**config.mk**
```make
export PLATFORM = sky130hd
export DESIGN_NAME = riscboy_ppu_pixel_unpack_flat
export DESIGN_NICKNAME = d
export VERILOG_FILES = /design/src/rtl/riscboy_ppu_pixel_unpack_pkg.sv /design/src/rtl/riscboy_ppu_pixel_unpack_if.sv /design/src/rtl/riscboy_ppu_pixel_unpack_sync_fifo.sv /design/src/rtl/riscboy_ppu_pixel_unpack.sv /design/src/flat_wrapper.sv
export SDC_FILE = /design/constraint.sdc
export NUM_CORES = 1
export LEC_CHECK = 0
export ABC_CLOCK_PERIOD_IN_PS = 5950
export CAP_MARGIN = 5
export CELL_PAD_IN_SITES_DETAIL_PLACEMENT = 1
export CELL_PAD_IN_SITES_GLOBAL_PLACEMENT = 2
export CORE_UTILIZATION = 42
export CTS_CLUSTER_DIAMETER = 30
export DETAILED_ROUTE_END_ITERATION = 10
export GPL_TIMING_DRIVEN = 0
export PLACE_DENSITY_LB_ADDON = 0.1
export SLEW_MARGIN = 10
export SYNTH_ARGS = -nofsm -noshare
export SYNTH_HDL_FRONTEND = slang
export SYNTH_HIERARCHICAL = 1
export SYNTH_SLANG_ARGS = --single-unit
```
**constraint.sdc**
```tcl
create_clock -name clk -period 5.95 [get_ports clk]
set_clock_uncertainty 0.2 [all_clocks]
set_input_delay 0.8925 -clock clk [delete_from_list [all_inputs] [get_ports clk]]
set_output_delay 0.8925 -clock clk [all_outputs]
set_load 0.03 [all_outputs]
```
**src/rtl/riscboy_ppu_pixel_unpack_pkg.sv**
```systemverilog
// Shared PPU pixel constants: pixel-mode encodings and log2 bits-per-pixel.
// Imported by the pixel unpack stage and its sub-blocks.
package riscboy_ppu_pixel_unpack_pkg;

  typedef enum logic [1:0] {
    PIXMODE_ARGB1555 = 2'd0,
    PIXMODE_PAL8     = 2'd1,
    PIXMODE_PAL4     = 2'd2,
    PIXMODE_PAL1     = 2'd3
  } pixmode_t;

  // log2 of bits per pixel; 16bpp ARGB1555 gives 4.
  function automatic logic [2:0] pixmode_log_bpp(input pixmode_t mode);
    case (mode)
      PIXMODE_ARGB1555: return 3'd4;
      PIXMODE_PAL8:     return 3'd3;
      PIXMODE_PAL4:     return 3'd2;
      default:          return 3'd0;
    endcase
  endfunction

endpackage

```
**src/rtl/riscboy_ppu_pixel_unpack_if.sv**
```systemverilog
// Bus data-phase, pixel metadata and pixel output streams of the unpack stage.
// master = upstream/downstream environment, slave = the unpack stage.
interface riscboy_ppu_pixel_unpack_if #(
  parameter int W_DATA = 16
) ();

  logic              bus_data_vld;
  logic [W_DATA-1:0] bus_data;
  logic [3:0]        pinfo_u;
  logic              pinfo_discard;
  logic              pinfo_vld;
  logic              pinfo_rdy;
  logic              out_vld;
  logic              out_rdy;
  logic [W_DATA-1:0] out_data;
  logic              out_paletted;
  logic              out_discard;

  modport master (
    output bus_data_vld, bus_data, pinfo_u, pinfo_discard, pinfo_vld, out_rdy,
    input  pinfo_rdy, out_vld, out_data, out_paletted, out_discard
  );

  modport slave (
    input  bus_data_vld, bus_data, pinfo_u, pinfo_discard, pinfo_vld, out_rdy,
    output pinfo_rdy, out_vld, out_data, out_paletted, out_discard
  );

endinterface

```
**src/rtl/riscboy_ppu_pixel_unpack_sync_fifo.sv**
```systemverilog
// Synchronous FIFO with registered pointers; writes to a full FIFO are dropped.
// Read data is the current head (show-ahead), no write-to-read bypass.
module riscboy_ppu_pixel_unpack_sync_fifo #(
  parameter int WIDTH = 16,
  parameter int DEPTH = 4
) (
  input  logic             clk,
  input  logic             rst_n,
  input  logic             wr_en_i,
  input  logic [WIDTH-1:0] wr_data_i,
  input  logic             rd_en_i,
  output logic [WIDTH-1:0] rd_data_o,
  output logic             empty_o,
  output logic             full_o
);

  localparam int PTR_W = (DEPTH > 1) ? $clog2(DEPTH) : 1;
  localparam int CNT_W = $clog2(DEPTH + 1);

  logic [WIDTH-1:0] mem_q [DEPTH];
  logic [PTR_W-1:0] wptr_q, wptr_d;
  logic [PTR_W-1:0] rptr_q, rptr_d;
  logic [CNT_W-1:0] count_q, count_d;
  logic             wr_ok;
  logic             rd_ok;

  function automatic logic [PTR_W-1:0] ptr_inc(input logic [PTR_W-1:0] p);
    return (p == PTR_W'(DEPTH - 1)) ? '0 : p + 1'b1;
  endfunction

  assign empty_o   = (count_q == '0);
  assign full_o    = (count_q == CNT_W'(DEPTH));
  assign wr_ok     = wr_en_i && !full_o;
  assign rd_ok     = rd_en_i && !empty_o;
  assign rd_data_o = mem_q[rptr_q];

  always_comb begin
    wptr_d  = wr_ok ? ptr_inc(wptr_q) : wptr_q;
    rptr_d  = rd_ok ? ptr_inc(rptr_q) : rptr_q;
    count_d = count_q + CNT_W'(wr_ok) - CNT_W'(rd_ok);
  end

  always_ff @(posedge clk or negedge rst_n) begin
    if (!rst_n) begin
      wptr_q  <= '0;
      rptr_q  <= '0;
      count_q <= '0;
    end else begin
      wptr_q  <= wptr_d;
      rptr_q  <= rptr_d;
      count_q <= count_d;
    end
  end

  // Storage carries data only, so it is left out of reset.
  always_ff @(posedge clk) begin
    if (wr_ok) mem_q[wptr_q] <= wr_data_i;
  end

endmodule

```
**src/rtl/riscboy_ppu_pixel_unpack.sv**
```systemverilog
// PPU pixel unpack: pairs returned bus halfwords with pixel metadata, extracts
// one pixel per the span's pixel mode and presents it on a registered stream.
module riscboy_ppu_pixel_unpack
  import riscboy_ppu_pixel_unpack_pkg::*;
#(
  parameter int W_DATA          = 16,
  parameter int DATA_FIFO_DEPTH = 4
) (
  input  logic                        clk,
  input  logic                        rst_n,
  input  logic                        span_start,
  input  logic [1:0]                  span_pixmode,
  output logic                        span_idle,
  riscboy_ppu_pixel_unpack_if.slave   px,
  output logic                        err_overflow
);

  pixmode_t          pixmode_q, pixmode_d;
  logic              out_vld_q, out_vld_d;
  logic [W_DATA-1:0] out_data_q, out_data_d;
  logic              out_paletted_q, out_paletted_d;
  logic              out_discard_q, out_discard_d;
  logic              err_overflow_q, err_overflow_d;

  logic [W_DATA-1:0] fifo_head;
  logic              fifo_empty;
  logic              fifo_full;
  logic              fifo_pop;
  logic              ld;
  logic              issue;

  // Little-endian within the halfword: pixel 0 sits in the LSBs.
  function automatic logic [15:0] extract_pixel(input logic [15:0] hw,
                                                input pixmode_t   mode,
                                                input logic [3:0] u);
    logic [3:0]  shamt;
    logic [15:0] shifted;
    shamt   = 4'(u << pixmode_log_bpp(mode));
    shifted = hw >> shamt;
    case (mode)
      PIXMODE_ARGB1555: return hw;
      PIXMODE_PAL8:     return {8'h00, shifted[7:0]};
      PIXMODE_PAL4:     return {12'h000, shifted[3:0]};
      default:          return {15'h0000, shifted[0]};
    endcase
  endfunction

  riscboy_ppu_pixel_unpack_sync_fifo #(
    .WIDTH (W_DATA),
    .DEPTH (DATA_FIFO_DEPTH)
  ) u_data_fifo (
    .clk       (clk),
    .rst_n     (rst_n),
    .wr_en_i   (px.bus_data_vld),
    .wr_data_i (px.bus_data),
    .rd_en_i   (fifo_pop),
    .rd_data_o (fifo_head),
    .empty_o   (fifo_empty),
    .full_o    (fifo_full)
  );

  assign ld        = !out_vld_q || px.out_rdy;
  assign issue     = px.pinfo_vld && ld && (px.pinfo_discard || !fifo_empty);
  assign fifo_pop  = issue && !px.pinfo_discard;
  assign span_idle = !px.pinfo_vld && fifo_empty && !out_vld_q;

  assign px.pinfo_rdy    = issue;
  assign px.out_vld      = out_vld_q;
  assign px.out_data     = out_data_q;
  assign px.out_paletted = out_paletted_q;
  assign px.out_discard  = out_discard_q;
  assign err_overflow    = err_overflow_q;

  always_comb begin
    pixmode_d      = pixmode_q;
    out_vld_d      = out_vld_q;
    out_data_d     = out_data_q;
    out_paletted_d = out_paletted_q;
    out_discard_d  = out_discard_q;
    err_overflow_d = err_overflow_q || (px.bus_data_vld && fifo_full);
    if (span_start) pixmode_d = pixmode_t'(span_pixmode);
    if (issue) begin
      out_vld_d      = 1'b1;
      out_discard_d  = px.pinfo_discard;
      out_paletted_d = (pixmode_q != PIXMODE_ARGB1555);
      out_data_d     = px.pinfo_discard ? '0
                     : W_DATA'(extract_pixel(16'(fifo_head), pixmode_q, px.pinfo_u));
    end else if (px.out_rdy) begin
      out_vld_d = 1'b0;
    end
  end

  always_ff @(posedge clk or negedge rst_n) begin
    if (!rst_n) begin
      pixmode_q      <= PIXMODE_ARGB1555;
      out_vld_q      <= 1'b0;
      out_data_q     <= '0;
      out_paletted_q <= 1'b0;
      out_discard_q  <= 1'b0;
      err_overflow_q <= 1'b0;
    end else begin
      pixmode_q      <= pixmode_d;
      out_vld_q      <= out_vld_d;
      out_data_q     <= out_data_d;
      out_paletted_q <= out_paletted_d;
      out_discard_q  <= out_discard_d;
      err_overflow_q <= err_overflow_d;
    end
  end

endmodule

```
**src/flat_wrapper.sv**
```systemverilog
// flat-port wrapper written by rule: the top's interface ports become plain ports
module riscboy_ppu_pixel_unpack_flat import riscboy_ppu_pixel_unpack_pkg::*;
#(
  parameter int W_DATA          = 16,
  parameter int DATA_FIFO_DEPTH = 4
)
  (clk, rst_n, span_start, span_pixmode, span_idle, err_overflow, px_bus_data_vld, px_bus_data, px_pinfo_u, px_pinfo_discard, px_pinfo_vld, px_out_rdy, px_pinfo_rdy, px_out_vld, px_out_data, px_out_paletted, px_out_discard);
  riscboy_ppu_pixel_unpack_if #(.W_DATA(W_DATA)) px_i ();
  input  logic clk;
  input  logic rst_n;
  input  logic span_start;
  input  logic [1:0] span_pixmode;
  output logic span_idle;
  output logic err_overflow;
  input wire logic [$bits(px_i.bus_data_vld)-1:0] px_bus_data_vld;
  input wire logic [$bits(px_i.bus_data)-1:0] px_bus_data;
  input wire logic [$bits(px_i.pinfo_u)-1:0] px_pinfo_u;
  input wire logic [$bits(px_i.pinfo_discard)-1:0] px_pinfo_discard;
  input wire logic [$bits(px_i.pinfo_vld)-1:0] px_pinfo_vld;
  input wire logic [$bits(px_i.out_rdy)-1:0] px_out_rdy;
  output wire logic [$bits(px_i.pinfo_rdy)-1:0] px_pinfo_rdy;
  output wire logic [$bits(px_i.out_vld)-1:0] px_out_vld;
  output wire logic [$bits(px_i.out_data)-1:0] px_out_data;
  output wire logic [$bits(px_i.out_paletted)-1:0] px_out_paletted;
  output wire logic [$bits(px_i.out_discard)-1:0] px_out_discard;
  assign px_i.bus_data_vld = px_bus_data_vld;
  assign px_i.bus_data = px_bus_data;
  assign px_i.pinfo_u = px_pinfo_u;
  assign px_i.pinfo_discard = px_pinfo_discard;
  assign px_i.pinfo_vld = px_pinfo_vld;
  assign px_i.out_rdy = px_out_rdy;
  assign px_pinfo_rdy = px_i.pinfo_rdy;
  assign px_out_vld = px_i.out_vld;
  assign px_out_data = px_i.out_data;
  assign px_out_paletted = px_i.out_paletted;
  assign px_out_discard = px_i.out_discard;
  riscboy_ppu_pixel_unpack #(.W_DATA(W_DATA), .DATA_FIFO_DEPTH(DATA_FIFO_DEPTH)) u_core (.clk(clk), .rst_n(rst_n), .span_start(span_start), .span_pixmode(span_pixmode), .span_idle(span_idle), .px(px_i), .err_overflow(err_overflow));
endmodule
```
# Word-level counts from Yosys, hierarchy flattened
# Memory sizes are Yosys's and may differ from the RTL's.
# Index checks and enable logic that the tools add are counted.
# word_totals
out_inout_bits,22
ram_bits,64
n_memories,1
ff_bits,29
inputBits,29
# op_classes
shift,2
n_eq_ne,5
add_sub_neg,4
mux,10
reduce_logical,20
# mem_list
name,words,word_bits,read_ports,rd_clocked_by_memory_dff,wr,line,source
u_core.u_data_fifo.mem_q,4,16,1,0,1,riscboy_ppu_pixel_unpack_sync_fifo.sv:20,logic [WIDTH-1:0] mem_q [DEPTH];
# ops
cell,n
16-bit one-hot mux with 3 select lines,1
16-bit 2-to-1 mux,1
16-bit by 4-bit >> shifter with 8-bit output,1
3-bit one-hot mux with 3 select lines,1
1-bit logical AND,8
"2-bit == test, second input constant",3
1-bit zero test,5
"2-bit by 1-bit adder with 2-bit output, second input constant",2
1-bit 2-to-1 mux,4
2-bit 2-to-1 mux,2
2-bit nonzero test,2
4-bit by 3-bit << shifter with 4-bit output,1
3-bit by 1-bit adder with 3-bit output,1
"3-bit == test, second input constant",1
3-bit zero test,1
1-bit logical OR,3
3-bit 2-to-1 mux,1
3-bit by 1-bit subtractor with 3-bit output,1
"2-bit by 1-bit == test with 1-bit output, second input constant",1
2-bit zero test,1

# Logic depth before layout (Yosys ltp)
# Gate-level depths: netlist of run 1.
# depth
word_depth,9
depth_mapped,11
ltp_nobuf,11

# Cells and area by module
# Netlist of run 1, hierarchy kept.
# by_module_without_submodules
module,instances,area_per_inst_um2,cells_per_inst
riscboy_ppu_pixel_unpack_sync_fifo,1,2795.2,123
riscboy_ppu_pixel_unpack,1,1766.7,211

# Least setup slack after synthesis of run 1
# OpenSTA, ideal clock, no wires.
# synth_timing
path_kind,input to output
start,in px_out_rdy
end,out px_pinfo_rdy
path_stages,5
t_required_ns,4.858
path_buffers,2
t_arrival_ns,1.939
setup_slack_ns,2.918
cell_sequence,nand2b_1 > nand3_1 > clkbuf_1 > buf_1 > inv_1
# synth_via
elab_chain_cells,3
# synth_rtl
element,line,source
"start, declared",flat_wrapper.sv:20,input wire logic [$bits(px_i.out_rdy)-1:0] px_out_rdy;
1-bit logical OR,riscboy_ppu_pixel_unpack.sv:62,assign ld = !out_vld_q || px.out_rdy;
1-bit logical AND (2 in a row),riscboy_ppu_pixel_unpack.sv:63,assign issue = px.pinfo_vld && ld && (px.pinfo_discard || !fifo_empty);
"end, declared",flat_wrapper.sv:21,output wire logic [$bits(px_i.pinfo_rdy)-1:0] px_pinfo_rdy;
# Every way passes these cells.

# Worst setup path after layout of run 1
# layout_timing
start,in px_pinfo_discard
end,out px_pinfo_rdy
# layout_via
elab_chain_cells,2
# layout_rtl
element,line,source
"start, declared",flat_wrapper.sv:18,input wire logic [$bits(px_i.pinfo_discard)-1:0] px_pinfo_discard;
1-bit logical OR,riscboy_ppu_pixel_unpack.sv:63,
1-bit logical AND,riscboy_ppu_pixel_unpack.sv:63,
# Every way passes these cells.

==> results of run 1 <==
final timing paths:
check | to | slack [ns] | startpoint
setup reg to reg | u_core/px.out_data[3]$_DFFE_PN0P_ | 2.73 | u_core/pixmode_q[1]$_DFFE_PN0P_
hold reg to reg | u_core/err_overflow$_DFF_PN0_ | 0.29 | u_core/err_overflow$_DFF_PN0_
hold / removal | u_core/err_overflow$_DFF_PN0_ | 0.29 | u_core/err_overflow$_DFF_PN0_
max in group asynchronous | u_core/u_data_fifo/wptr_q[0]$_DFFE_PN0P_ | 4.67 | rst_n
min in group asynchronous | u_core/px.out_vld$_DFFE_PN0P_ | 0.39 | rst_n
setup / recovery | px_pinfo_rdy | 1.59 | px_pinfo_discard
worst max-delay path: stages:
cell,delay [ns]
clkdlybuf4s50_1,0.49
nand2b_1,0.20
nand3_1,0.16
clkbuf_1,0.46
buf_1,0.39
inv_1,0.07
clkdlybuf4s50_1,0.60
per-stage QoR:
step                power (W)  setup WS (ns)  instances  cell area [um^2]
floorplan             0.00158           2.92        334              4560
global placement      0.00189           1.57        520              5230
detailed placement    0.00192           1.57        520              5230
CTS                   0.00238           1.56        536              5440
global route          0.00249           1.37        536              5440
finish                0.00235           1.59        536              5440
state kept, by name, summed over array words and instances (netlist names):
name / flops
u_core/u_data_fifo/mem_q: 64
u_core/px.out_data: 16
u_core/u_data_fifo/count_q: 3
u_core/pixmode_q: 2
u_core/u_data_fifo/rptr_q: 2
u_core/u_data_fifo/wptr_q: 2
u_core/err_overflow: 1
u_core/px.out_discard: 1
u_core/px.out_paletted: 1
u_core/px.out_vld: 1
logic make-up after synthesis:
| kind of cell | after synthesis |
|---|---|
| buffers and inverters | 25 |
| AO/OA/AOI/OAI | 67 |
| AND/OR/NAND/NOR | 92 |
| flip-flops | 93 |
| XOR/XNOR | 2 |
| adder cells (fa/ha/maj) | 14 |
| multiplexers | 41 |
layout make-up:
cell class / instances / share of cell area
Buffer: 14 / 0.0168
Clock buffer: 12 / 0.0285
Clock inverter: 4 / 0.0101
Inverter: 11 / 0.00759
Multi-Input combinational cell: 216 / 0.328
Sequential cell: 93 / 0.487
Tap cell: 136 / 0.0313
Timing Repair Buffer: 50 / 0.0911
power by group:
| part | switching [W] | internal [W] | leakage, nW |
|---|---|---|---|
| clock network | 0.000232 | 0.000221 | 0.104 |
| logic | 0.000572 | 0.000409 | 0.982 |
| registers | 0.0000628 | 0.000852 | 0.955 |
| total | 0.000867 | 0.00148 | 2.04 |
per-layer routing:
metal  share of wire  vias to the layer above  GRT usage
met5               0                        -          0
met4           0.014                        0     0.0665
li1                -                     1407          -
met3           0.033                       12     0.0417
met1            0.48                     1500      0.279
met2            0.48                       60      0.328
cells in the final DEF, fill, tap and decap left out, drive strengths merged, types with 6 or more instances in the layout:
| cell | count |
|---|---|
| edfxtp | 64 |
| and2 | 9 |
| mux2 | 9 |
| clkdlybuf4s50 | 49 |
| o21ai | 23 |
| inv | 13 |
| mux2i | 16 |
| a21oi | 11 |
| o211ai | 8 |
| nor2 | 12 |
| nand2 | 35 |
| ha | 13 |
| buf | 9 |
| clkbuf | 18 |
| mux4 | 16 |
| dfrtp | 29 |
| nand2b | 7 |
| a22oi | 6 |
==> flow_summary.ini, run 1 <==
[route]
wl_per_cell_um = 20.1
ant_nets = 0
remaining_drc_errors = 0
wl_um = 10800
drtIter0Drc = 171
dr.pass1.iters = 4
via_count = 2979
vias_per_cell = 5.56

[clocking]
postCtsHoldBufs = 0
clk_latency_ns = 0.36
cts_tree = done
path_clk_slew_ns = 0.10
cts_buffers = 9
cts_buffer_depth = 2
post_cts_buffers = 0
cts_root_buffer = clkbuf_8
ctsResizeCount = 0
htreeDepth = 3
cts_sinks = 93

[global_routing]
antenna_found_initial = 0
overflow = 0
grt_max_degree = 30
grt_pass1_wl_um = 17400
grt_util_all_layers = 0.205
grt_pass1_vias = 3174

[sta]
relSlewSlack = 0.394
setup_viol = 0
maxClockFrequency_mhz = 229
hold_viol = 0
finalCritPeriodShare = 0.733
rsz0062_at_grt = false
tightest_slew_ns = 0.908
drv_slew = 0
fin_setup_tns_ns = 0
fin_crit_ns = 4.36
hold_slack_ns = 0.286

[floorplan]
start_util = 0.438
dieArea_um2 = 11300
ios = 51
die_x_um = 106
die_h_um = 106
coreArea_um2 = 10400
fp-row-count = 37

[setup_path]
crit_fanout = 10
endpoint_kind = primary output
cp.arrival_ns = 3.27
cp.required_ns = 4.86
rr_worst_depth = 8
start_kind = input port
worstSetupPathType = input port to primary output

[job]
timing.max_cap.violations = 0

[logic_synthesis]
ys_warn_count = 6
synthMuxAreaShare = 0.143
synth_most_common_cell = edfxtp_1
synth_flop_cell = edfxtp_1
synth_edf_count = 64
ys_seq_area_frac = 0.580
yosys.area_share.simple = 0.107
synthTopCellsByCount = 64 x edfxtp_1, 35 x nand2_1, 29 x dfrtp_1, 23 x o21ai_0, 16 x mux2i_1
syn-num-nets = 377
synth_top_area_share = 0.421
synthArstFlopShare = 0.312
synth_top_family_by_area = multiplexers
syn_area_per_cell_um2 = 13.7
syn_inst = 334
synthAdderAreaFrac = 0.0400
synth_seq_cells = 93
synth.cell_area_um2 = 4560
yosysTopAreaCell = edfxtp_1
synthTopCellsByArea = edfxtp_1 42%, dfrtp_1 16%, mux4_1 4.6%
synth_cell_types = 53
synth-xor-area-share = 0.00384
synth-compound-area-share = 0.0968

[pwr]
p_per_area_nw_per_um2 = 432
ir_drop_uv = 190
p_leak_nw = 2.04

[final_layout]
nets = 438
antennaDiodeCount = 0
drive_gt1_frac = 0.110
multi_input_area_um2 = 1780
area_growth_pct = 19.2
regArea_um2 = 2650
n_fill_cell = 1063
final_util = 0.522

[place]
portBuffers = 50
dp_hpwl_um = 7620
routabilityCongestion = 0.773

[min_path]
hold_class = flip-flop to flip-flop
whs_path_depth = 1

[run_status]
outcome = complete, no violations
(Power assumes the default switching activity.)
==> run 2, diff against run 1 <==
Settings changed: ABC_CLOCK_PERIOD_IN_PS 5950 to 4100, CORE_UTILIZATION 42 to 39.
Clock period 5.95 ns to 4.1 ns, I/O delays scaled along.
==> run 2 against run 1 <==
The flow now finishes with violations (DRC). Sequential share of layout area is 1.0 points lower. Cell count is 1.3% higher. Register-to-register slack worse by 1.8 ns.
==> flow_summary.ini, run 2 (synthesized netlist as in run 1, its figures left out) <==
[run_status]
outcome = finished with violations
failed_checks = DRC

[floorplan]
die_x_um = 110
die_h_um = 110
coreArea_um2 = 11400
start_util = 0.400
fp-row-count = 39
dieArea_um2 = 12100
ios = 51

[pwr]
p_per_area_nw_per_um2 = 652
p_leak_nw = 2.08
p_clk_frac = 0.237
p_int_w = 0.00231
ir_drop_uv = 344
seq_power_share = 0.367
power.switching_w = 0.00131
combPwrFrac = 0.396
swShare = 0.361

[route]
wl_per_cell_um = 19.8
remaining_drc_errors = 2
via_count = 2989
wl_um = 10800
drtIter0Drc = 126
dr.pass1.iters = 7
vias_per_cell = 5.50
ant_nets = 0

[clocking]
cts_sinks = 93
path_clk_slew_ns = 0.07
clk_latency_ns = 0.35
cts_root_buffer = clkbuf_16
postCtsHoldBufs = 0
cts_buffers = 9
cts_buffer_depth = 2
htreeDepth = 3
cts_tree = done

[place]
portBuffers = 50
routabilityCongestion = 0.824
dp_hpwl_um = 7580
dp.cells = 527

[setup_path]
rr_worst_depth = 8
cp.arrival_ns = 3.04
endpoint_kind = primary output
rr_endpoint = u_core/px.out_data[0]$_DFFE_PN0P_
r2r_start = u_core/pixmode_q[0]$_DFFE_PN0P_
crit_fanout = 10
worstSetupPathType = input port to primary output
cp.required_ns = 3.28
r2r_slack_ns = 0.91
start_kind = input port

[final_layout]
largest_register = u_core/u_data_fifo/mem_q
final_util = 0.486
area_growth_pct = 21.7
final_common_cell = edfxtp_1
largest_register_ff_count = 64
fin_cells = 543
drive_gt1_frac = 0.115
antennaDiodeCount = 0
layout_common_cells = 64 x edfxtp_1, 49 x clkdlybuf4s50_1, 35 x nand2_1
nets = 438

[global_routing]
grt_pass1_vias = 3041
antenna_found_initial = 0
grt_pass1_wl_um = 16600
overflow = 0
grt_max_degree = 30
grt_util_all_layers = 0.191

[sta]
fin_crit_ns = 3.86
hold_viol = 0
rsz0062_at_grt = false
maxClockFrequency_mhz = 259
setup_viol = 0
hold_slack_ns = 0.124
relSlewSlack = 0.389
fin_setup_tns_ns = 0
finalCritPeriodShare = 0.941
drv_slew = 0
tightest_slew_ns = 0.914

[min_path]
hold_class = input port to asynchronous set/reset pin

[job]
timing.max_cap.violations = 0
==> run 2: repair_timing <==
action / in CTS / in global routing
setup endpoints to repair: 0 / 1
setup buffers: 0 / 0
gates resized for setup: 0 / 1
hold endpoints to repair: 0 / 0
==> run 2: per-layer routing <==
| metal | track usage | wire length (um) |
|---|---|---|
| met3 | 0.0282 | 291 |
| met4 | 0.0818 | 156 |
| met1 | 0.257 | 5180 |
| met5 | 0 | 0 |
| met2 | 0.308 | 5120 |
==> run 2: worst max-delay path by stage <==
stage,startpoint,to,slack [ns]
after floorplan,u_core/pixmode_q[0]$_DFFE_PN0P_,u_core/px.out_data[0]$_DFFE_PN0P_,1.44
after global placement,px_pinfo_discard,px_pinfo_rdy,0.19
after detailed placement,px_pinfo_discard,px_pinfo_rdy,0.23
after CTS,u_core/u_data_fifo/count_q[1]$_DFF_PN0_,px_pinfo_rdy,0.08
after global routing,px_pinfo_discard,px_pinfo_rdy,0.13
final,px_pinfo_discard,px_pinfo_rdy,0.24
==> run 2: through the flow <==
stage / total power [W] / instance area [um^2] / setup slack, ns
after floorplan: 0.00230 / 4560 / 1.44
after global placement: 0.00276 / 5240 / 0.194
after detailed placement: 0.00279 / 5240 / 0.225
after CTS: 0.00366 / 5550 / 0.0805
after global routing: 0.00382 / 5550 / 0.134
final: 0.00362 / 5550 / 0.240
==> run 2: cell type report <==
cell class	count	area [um^2]
inverters	11	41.3
plain buffers	14	91.3
clock buffers	9	225
flip-flops and latches	93	2650
repair buffers	50	495
multi-input cells	216	1790
well taps	143	179
clock inverters	7	86.3
fillers	1180	5870
==> run 2: power by group through the flow <==
stage / Combinational, W / Clock, W / Sequential, W
finish: 0.00143 / 0.000859 / 0.00133
global route: 0.00155 / 0.000922 / 0.00135
CTS: 0.00144 / 0.000892 / 0.00133
detailed placement: 0.00143 / 0 / 0.00135
global placement: 0.00142 / 0 / 0.00134
floorplan: 0.000869 / 0 / 0.00143
==> run 2: critical path, stage by stage <==
cell and delay [ns]:
clkdlybuf4s50_1 0.50, nand2b_1 0.20, nand3_1 0.15, clkbuf_1 0.48, buf_1 0.42, inv_1 0.07
clkdlybuf4s50_1 0.60
==> run 3, diff against run 2 <==
Settings changed: CTS_BUF_LIST from default to sky130_fd_sc_hd__clkbuf_4 sky130_fd_sc_hd__clkbuf_8 sky130_fd_sc_hd__clkbuf_16.
==> results of run 3 <==
Same layout as run 2: the final DEF is identical, and so are final timing and power.
